===== src/rtl/alu_pkg.sv =====
// Shared ALU constants and elaboration helpers for the pipelined result mux.
package alu_pkg;

  localparam int ALU_WIDTH     = 16;
  localparam int ALU_NUM_FUNCS = 16;

  // ALU function-select encoding; these values drive the result mux select.
  typedef enum logic [3:0] {
    ALU_ADD   = 4'd0,
    ALU_SUB   = 4'd1,
    ALU_AND   = 4'd2,
    ALU_OR    = 4'd3,
    ALU_XOR   = 4'd4,
    ALU_SLL   = 4'd5,
    ALU_SRL   = 4'd6,
    ALU_SRA   = 4'd7,
    ALU_SLT   = 4'd8,
    ALU_SLTU  = 4'd9,
    ALU_MUL   = 4'd10,
    ALU_MULH  = 4'd11,
    ALU_PASSA = 4'd12,
    ALU_PASSB = 4'd13,
    ALU_NOT   = 4'd14,
    ALU_NOP   = 4'd15
  } alu_func_e;

  // Number of RADIX:1 levels needed to cover n inputs (at least one).
  function automatic int mux_levels(int n, int r);
    int span = 1;
    int lv   = 0;
    for (int i = 0; i < 16; i++) begin
      if (span < n) begin
        span = span * r;
        lv++;
      end
    end
    return (lv == 0) ? 1 : lv;
  endfunction

  // Word count entering level lvl (level 0 = raw inputs).
  function automatic int node_cnt(int n, int r, int lvl);
    int c = n;
    for (int i = 0; i < lvl; i++) c = (c + r - 1) / r;
    return c;
  endfunction

  // Word offset of level lvl inside the flattened data chain.
  function automatic int data_off(int n, int r, int lvl);
    int o = 0;
    for (int i = 0; i < lvl; i++) o += node_cnt(n, r, i);
    return o;
  endfunction

  // Tag = {remaining select bits, err}; it shrinks by rb bits per level.
  function automatic int tag_w(int levels, int rb, int lvl);
    return (levels - lvl) * rb + 1;
  endfunction

  // Bit offset of level lvl inside the flattened tag chain.
  function automatic int tag_off(int levels, int rb, int lvl);
    int o = 0;
    for (int i = 0; i < lvl; i++) o += tag_w(levels, rb, i);
    return o;
  endfunction

endpackage


===== src/rtl/pipelined_select_mux_if.sv =====
// Stream bus of the result mux: producer side (in_*) and consumer side (out_*).
interface pipelined_select_mux_if #(
  parameter int WIDTH  = 16,
  parameter int NUM_IN = 16
);
  localparam int SEL_W = $clog2(NUM_IN);

  logic [NUM_IN*WIDTH-1:0] in_data;
  logic [SEL_W-1:0]        in_sel;
  logic                    in_valid;
  logic                    in_ready;
  logic [WIDTH-1:0]        out_data;
  logic                    out_err;
  logic                    out_valid;
  logic                    out_ready;

  // Environment side: drives requests, consumes results.
  modport master (
    output in_data, in_sel, in_valid, out_ready,
    input  in_ready, out_data, out_err, out_valid
  );

  // Mux side.
  modport slave (
    input  in_data, in_sel, in_valid, out_ready,
    output in_ready, out_data, out_err, out_valid
  );
endinterface


===== src/rtl/mux_stage.sv =====
// One registered RADIX:1 tree level. Consumes the low select bits of the tag,
// forwards the remaining select bits and the err flag with the data.
module mux_stage #(
  parameter int WIDTH    = 16,
  parameter int IN_CNT   = 16,
  parameter int RADIX    = 4,
  parameter int TAG_IN_W = 5
) (
  input  logic                                         clk,
  input  logic                                         rst,
  input  logic                                         in_valid,
  output logic                                         in_ready,
  input  logic [IN_CNT*WIDTH-1:0]                      in_data,
  input  logic [TAG_IN_W-1:0]                          in_tag,
  output logic                                         out_valid,
  input  logic                                         out_ready,
  output logic [((IN_CNT+RADIX-1)/RADIX)*WIDTH-1:0]    out_data,
  output logic [TAG_IN_W-$clog2(RADIX)-1:0]            out_tag
);
  localparam int RB        = $clog2(RADIX);
  localparam int OUT_CNT   = (IN_CNT + RADIX - 1) / RADIX;
  localparam int PAD_CNT   = OUT_CNT * RADIX;
  localparam int TAG_OUT_W = TAG_IN_W - RB;

  logic [PAD_CNT-1:0][WIDTH-1:0] in_pad;
  logic [OUT_CNT-1:0][WIDTH-1:0] mux_nxt, dat_q;
  logic [RB-1:0]                 idx;
  logic [TAG_OUT_W-1:0]          tag_nxt, tag_q;
  logic                          vld_q, load;

  // Tag bit 0 is err; the next RB bits pick within each group.
  assign idx      = in_tag[RB:1];
  assign load     = !vld_q || out_ready;
  assign in_ready = load;

  // Missing inputs of the last group read as zero, so out-of-range selects land on 0.
  for (genvar i = 0; i < PAD_CNT; i++) begin : g_pad
    if (i < IN_CNT) begin : g_in
      assign in_pad[i] = in_data[i*WIDTH +: WIDTH];
    end else begin : g_zero
      assign in_pad[i] = '0;
    end
  end

  for (genvar k = 0; k < OUT_CNT; k++) begin : g_node
    logic [RADIX-1:0][WIDTH-1:0] grp;
    assign grp        = in_pad[k*RADIX +: RADIX];
    assign mux_nxt[k] = grp[idx];
  end

  if (TAG_OUT_W > 1) begin : g_tag_fwd
    assign tag_nxt = {in_tag[TAG_IN_W-1:RB+1], in_tag[0]};
  end else begin : g_tag_last
    assign tag_nxt = in_tag[0];
  end

  // Stage valid: cleared by reset, reloaded whenever the stage can advance.
  always_ff @(posedge clk) begin
    if (rst)       vld_q <= 1'b0;
    else if (load) vld_q <= in_valid;
  end

  // Payload only changes on an actual load; held otherwise (don't-care when empty).
  always_ff @(posedge clk) begin
    if (load && in_valid) begin
      dat_q <= mux_nxt;
      tag_q <= tag_nxt;
    end
  end

  assign out_valid = vld_q;
  assign out_data  = dat_q;
  assign out_tag   = tag_q;
endmodule


===== src/rtl/pipelined_select_mux.sv =====
// Registered N:1 select mux built as a chain of mux_stage levels with a
// valid/ready handshake. Level data/tags live in flat chains so every level
// can have its own width without unused padding.
module pipelined_select_mux
  import alu_pkg::*;
#(
  parameter int WIDTH  = ALU_WIDTH,
  parameter int NUM_IN = ALU_NUM_FUNCS,
  parameter int RADIX  = 4
) (
  input  logic                 clk,
  input  logic                 rst,
  pipelined_select_mux_if.slave bus
);
  localparam int SEL_W   = $clog2(NUM_IN);
  localparam int RB      = $clog2(RADIX);
  localparam int LEVELS  = mux_levels(NUM_IN, RADIX);
  localparam int SW_TOT  = LEVELS * RB;
  localparam int DAT_TOT = data_off(NUM_IN, RADIX, LEVELS + 1);
  localparam int TAG_TOT = tag_off(LEVELS, RB, LEVELS + 1);
  localparam int DO_LAST = data_off(NUM_IN, RADIX, LEVELS);
  localparam int TO_LAST = tag_off(LEVELS, RB, LEVELS);

  logic [DAT_TOT*WIDTH-1:0] dat_chain;
  logic [TAG_TOT-1:0]       tag_chain;
  logic [LEVELS:0]          vld_pipe, rdy_pipe;
  logic [SEL_W-1:0]         sel;
  logic                     sel_err;
  logic                     last_err;
  logic [WIDTH-1:0]         last_dat;

  assign sel     = bus.in_sel;
  assign sel_err = 32'(sel) >= NUM_IN;

  // Level 0 feeds raw inputs; select zero-extended to the bits all levels consume.
  assign dat_chain[NUM_IN*WIDTH-1:0] = bus.in_data;
  assign tag_chain[SW_TOT:0]         = {SW_TOT'(sel), sel_err};
  assign vld_pipe[0]                 = bus.in_valid;
  assign rdy_pipe[LEVELS]            = bus.out_ready;
  assign bus.in_ready                = rdy_pipe[0];

  for (genvar j = 0; j < LEVELS; j++) begin : g_lvl
    localparam int IC   = node_cnt(NUM_IN, RADIX, j);
    localparam int OC   = node_cnt(NUM_IN, RADIX, j + 1);
    localparam int DO_I = data_off(NUM_IN, RADIX, j);
    localparam int DO_O = data_off(NUM_IN, RADIX, j + 1);
    localparam int TW_I = tag_w(LEVELS, RB, j);
    localparam int TW_O = tag_w(LEVELS, RB, j + 1);
    localparam int TO_I = tag_off(LEVELS, RB, j);
    localparam int TO_O = tag_off(LEVELS, RB, j + 1);

    mux_stage #(
      .WIDTH   (WIDTH),
      .IN_CNT  (IC),
      .RADIX   (RADIX),
      .TAG_IN_W(TW_I)
    ) u_stage (
      .clk      (clk),
      .rst      (rst),
      .in_valid (vld_pipe[j]),
      .in_ready (rdy_pipe[j]),
      .in_data  (dat_chain[DO_I*WIDTH +: IC*WIDTH]),
      .in_tag   (tag_chain[TO_I +: TW_I]),
      .out_valid(vld_pipe[j+1]),
      .out_ready(rdy_pipe[j+1]),
      .out_data (dat_chain[DO_O*WIDTH +: OC*WIDTH]),
      .out_tag  (tag_chain[TO_O +: TW_O])
    );
  end

  assign last_dat = dat_chain[DO_LAST*WIDTH +: WIDTH];
  assign last_err = tag_chain[TO_LAST];

  // Outputs read zero when empty; an errored beat always carries zero data.
  assign bus.out_valid = vld_pipe[LEVELS];
  assign bus.out_err   = vld_pipe[LEVELS] && last_err;
  assign bus.out_data  = (vld_pipe[LEVELS] && !last_err) ? last_dat : '0;
endmodule


===== src/flat_wrapper.sv =====
// flat-port wrapper written by rule: the top's interface ports become plain ports
module pipelined_select_mux_flat import alu_pkg::*;
#(
  parameter int WIDTH  = ALU_WIDTH,
  parameter int NUM_IN = ALU_NUM_FUNCS,
  parameter int RADIX  = 4
)
  (clk, rst, bus_in_data, bus_in_sel, bus_in_valid, bus_out_ready, bus_in_ready, bus_out_data, bus_out_err, bus_out_valid);
  pipelined_select_mux_if #(.WIDTH(WIDTH), .NUM_IN(NUM_IN)) bus_i ();
  input  logic clk;
  input  logic rst;
  input wire logic [$bits(bus_i.in_data)-1:0] bus_in_data;
  input wire logic [$bits(bus_i.in_sel)-1:0] bus_in_sel;
  input wire logic [$bits(bus_i.in_valid)-1:0] bus_in_valid;
  input wire logic [$bits(bus_i.out_ready)-1:0] bus_out_ready;
  output wire logic [$bits(bus_i.in_ready)-1:0] bus_in_ready;
  output wire logic [$bits(bus_i.out_data)-1:0] bus_out_data;
  output wire logic [$bits(bus_i.out_err)-1:0] bus_out_err;
  output wire logic [$bits(bus_i.out_valid)-1:0] bus_out_valid;
  assign bus_i.in_data = bus_in_data;
  assign bus_i.in_sel = bus_in_sel;
  assign bus_i.in_valid = bus_in_valid;
  assign bus_i.out_ready = bus_out_ready;
  assign bus_in_ready = bus_i.in_ready;
  assign bus_out_data = bus_i.out_data;
  assign bus_out_err = bus_i.out_err;
  assign bus_out_valid = bus_i.out_valid;
  pipelined_select_mux #(.WIDTH(WIDTH), .NUM_IN(NUM_IN), .RADIX(RADIX)) u_core (.clk(clk), .rst(rst), .bus(bus_i));
endmodule

===== config.mk =====
export PLATFORM = sky130hd
export DESIGN_NAME = pipelined_select_mux_flat
export DESIGN_NICKNAME = d
export VERILOG_FILES = /design/src/rtl/alu_pkg.sv /design/src/rtl/pipelined_select_mux_if.sv /design/src/rtl/mux_stage.sv /design/src/rtl/pipelined_select_mux.sv /design/src/flat_wrapper.sv
export SDC_FILE = /design/constraint.sdc
export NUM_CORES = 1
export LEC_CHECK = 0
export CAP_MARGIN = 20
export CORE_MARGIN = 2
export CORE_UTILIZATION = 35
export CTS_BUF_LIST = sky130_fd_sc_hd__clkbuf_4 sky130_fd_sc_hd__clkbuf_8
export CTS_CLUSTER_SIZE = 10
export DETAILED_ROUTE_END_ITERATION = 6
export HOLD_SLACK_MARGIN = 0.06
export PLACE_DENSITY = 0.75
export SYNTH_ARGS = -nofsm -noshare
export SYNTH_HDL_FRONTEND = slang
export SYNTH_HIERARCHICAL = 1
export SYNTH_SLANG_ARGS = --single-unit

===== constraint.sdc =====
create_clock -name clk -period 5.74 [get_ports clk]
set_input_delay 0.574 -clock clk [delete_from_list [all_inputs] [get_ports clk]]
set_output_delay 0.574 -clock clk [all_outputs]
set_load 0.1 [all_outputs]

==> results.py <==
metrics = {
    "outcome": {
        "status": "finished clean",
    },
    "routing": {
        "drtPass1Iterations": 4,
        "antenna_left": 0,
        "drt-total-wl_mm": 13.93,
        "first_iter_violations": 158,
        "drc": 0,
        "post_drt_via_cell_ratio": 5.013,
        "avgRoutedWirePerCell_um": 20.85,
        "vias": 3349,
    },
    "global_route": {
        "grt_pass1_wl_mm": 20.13,
        "use_met2_pct": 33.78,
        "grt_max_degree": 68,
        "grt_overflow_total": 0,
        "top_usage_layer": "met2",
        "use_met1_pct": 22.24,
        "grtUsageTotal_pct": 18.69,
        "grt_pass1_vias": 3680,
        "antenna_found_initial": 0,
        "use_met3_pct": 4.541,
    },
    "sta": {
        "clock_skew_ps": 12.75,
        "fin_crit_ps": 3078,
        "setup_viol": 0,
        "period_share_pct": 53.63,
        "fin_setup_tns_ps": 0,
        "hold_viol": 0,
        "fmax_mhz": 324.9,
        "rsz0062_at_grt": "no",
        "worst_pin_slew_ps": 1053,
        "slew_headroom_pct": 29.83,
        "maxSlewViolCount": 0,
    },
    "clock_tree": {
        "post_cts_resized": 0,
        "numCtsBuffers": 9,
        "cts_sinks": 86,
        "clk_latency_ps": 340,
        "post_cts_buffers": 0,
        "root_buffer": "clkbuf_8",
        "path_clk_slew_ps": 80,
        "cts_buffer_depth": 2,
        "cts_tree": "done",
        "htreeDepth": 3,
        "hold_buffers": 0,
    },
    "placed_design": {
        "placed_cells": 652,
        "dp_hpwl_mm": 10.89,
        "gp_congestion": 0.7599,
        "port_buffers": 282,
    },
    "floorplan": {
        "core_um2": 13350,
        "die_h_um": 121.5,
        "ioPinCount": 283,
        "rows": 42,
        "die_x_um": 121.5,
        "dieArea_um2": 14770,
        "start_util_pct": 36.22,
    },
    "critical_path": {
        "cp-start-kind": "flop",
        "path_class": "reg -> out",
        "critPathArrivalTime_ps": 2500,
        "end_kind": "primary output",
        "crit_path_max_fanout": 19,
        "cp.required_ps": 5170,
    },
    "pwr": {
        "power.density_nw_per_um2": 199.0,
        "p_leak_nw": 2.732,
        "vdd_drop_max_v": 0.00009159,
    },
    "cells_and_area": {
        "synthToLayoutAreaGrowth_pct": 62.53,
        "drive_above_1_share_pct": 20.12,
        "num_antenna_cells": 0,
        "finalNetCount": 751,
        "final_cells": 668,
    },
    "yosys": {
        "ys_types": 16,
        "syn-num-nets": 476,
        "synth-seq-cells": 86,
        "avgSynthCellArea_um2": 22.80,
        "yosysSeqAreaShare_pct": 53.00,
        "netlist_instances": 212,
        "synth_warnings": 6,
        "synth_area_um2": 4835,
    },
    "worst_hold_path": {
        "holdCritPathClass": "reg -> reg",
    },
    "job": {
        "cap_viol_max_count": 0,
    },
}
[per-layer routing]
| layer | wire length (um) | vias to the layer above |
|---|---|---|
| li1 | - | 1518 |
| met1 | 5382 | 1643 |
| met2 | 7246 | 180 |
| met3 | 1179 | 8 |
| met4 | 119 | 0 |
| met5 | 0 | - |
[cell families (layout without fill, tap and decap cells)]
| logic type | Yosys count | after routing | synth area share [%] |
|---|---|---|---|
| other cells | 1 | 1 | 0.07757 |
| flops | 86 | 86 | 53.00 |
| buf+inv | 22 | 302 | 4.917 |
| simple gates | 21 | 21 | 3.753 |
| compound gates | 2 | 2 | 0.2070 |
| mux | 80 | 80 | 38.04 |
[worst max-delay path, cell delays in order, from the launching register on]
cell and delay (ps):
dfxtp_1 710, and3b_2 300, clkdlybuf4s50_1 1150
[metrics by stage]
stage	utilization (%)	instance area [um^2]	hold slack, ps	total power [mW]	setup slack (ps)
5_1_grt	58.87	7858	434.2	1.633	2559
4_1_cts	58.87	7858	423.3	1.585	2636
3_5_place_dp	57.37	7657	405.6	1.159	2723
2_1_floorplan	-	4835	400.3	0.9509	1841
6_report	58.87	7858	426.4	1.564	2662
3_3_place_gp	57.37	7657	400.7	1.152	2734
[registers in the layout (all words and copies together) (netlist names)]
| name | cells |
|---|---|
| u_core/g_lvl.u_stage/out_data | 80 |
| u_core/g_lvl.u_stage/out_valid | 2 |
| u_core/g_lvl.u_stage/out_tag | 4 |
[cell usage in the layout, fill, tap and decap left out]
| master | count |
|---|---|
| buf_4 | 3 |
| edfxtp_1 | 84 |
| dfxtp_1 | 2 |
| clkinvlp_4 | 1 |
| clkinv_2 | 2 |
| nand2b_1 | 2 |
| and3b_1 | 9 |
| and2_4 | 1 |
| mux4_2 | 70 |
| inv_1 | 2 |
| and2_1 | 1 |
| clkdlybuf4s50_1 | 280 |
| a21oi_1 | 2 |
| mux4_1 | 10 |
| and3b_2 | 7 |
| conb_1 | 1 |
| clkbuf_4 | 2 |
| and2_2 | 1 |
| buf_2 | 1 |
| clkbuf_8 | 10 |
| bufinv_16 | 1 |
[power by group]
part           total, mW  switching [mW]  internal (mW)
combinational      0.364           0.109          0.255
sequential         0.778          0.0238          0.754
clock              0.422           0.201          0.222
total               1.56           0.333           1.23
[synthesized netlist by cell type]
library cell	n	area (um^2)
edfxtp_1	84	2522
mux4_2	70	1577
mux4_1	10	262.8
and3b_1	9	78.83
buf_2	8	40.04
and3b_2	7	70.07
buf_12	7	140.1
buf_6	4	45.04
a21oi_1	2	10.01
and2_1	2	12.51
dfxtp_1	2	40.04
inv_1	2	7.510
nand2b_1	2	12.51
and2_2	1	7.510
clkbuf_2	1	5.000
conb_1	1	3.750
[cell type report]
class | count | area [um^2]
fillers | 1041 | 5490
flip-flops and latches | 86 | 2562
inverters | 2 | 7.507
repair buffers | 284 | 2830
well taps | 176 | 220.2
multi-input cells | 104 | 2037
clock inverters | 4 | 47.55
clock buffers | 12 | 152.6
[path summary, 6_finish.rpt]
path                                                  startpoint                                        endpoint  slack (ps)  depth (start not counted)
setup reg to reg  u_core/g_lvl[1].u_stage/out_valid$_SDFFE_PP0P_  u_core/g_lvl[0].u_stage/out_data[62]$_DFFE_PP_        3690                          3
setup / recovery  u_core/g_lvl[1].u_stage/out_valid$_SDFFE_PP0P_                                 bus_out_data[2]        2660                          2
hold / removal      u_core/g_lvl[0].u_stage/out_tag[0]$_DFFE_PP_       u_core/g_lvl[1].u_stage/out_tag$_DFFE_PP_         430                          0
hold reg to reg     u_core/g_lvl[0].u_stage/out_tag[0]$_DFFE_PP_       u_core/g_lvl[1].u_stage/out_tag$_DFFE_PP_         430                          0
Power figures use the tool's default switching activity.
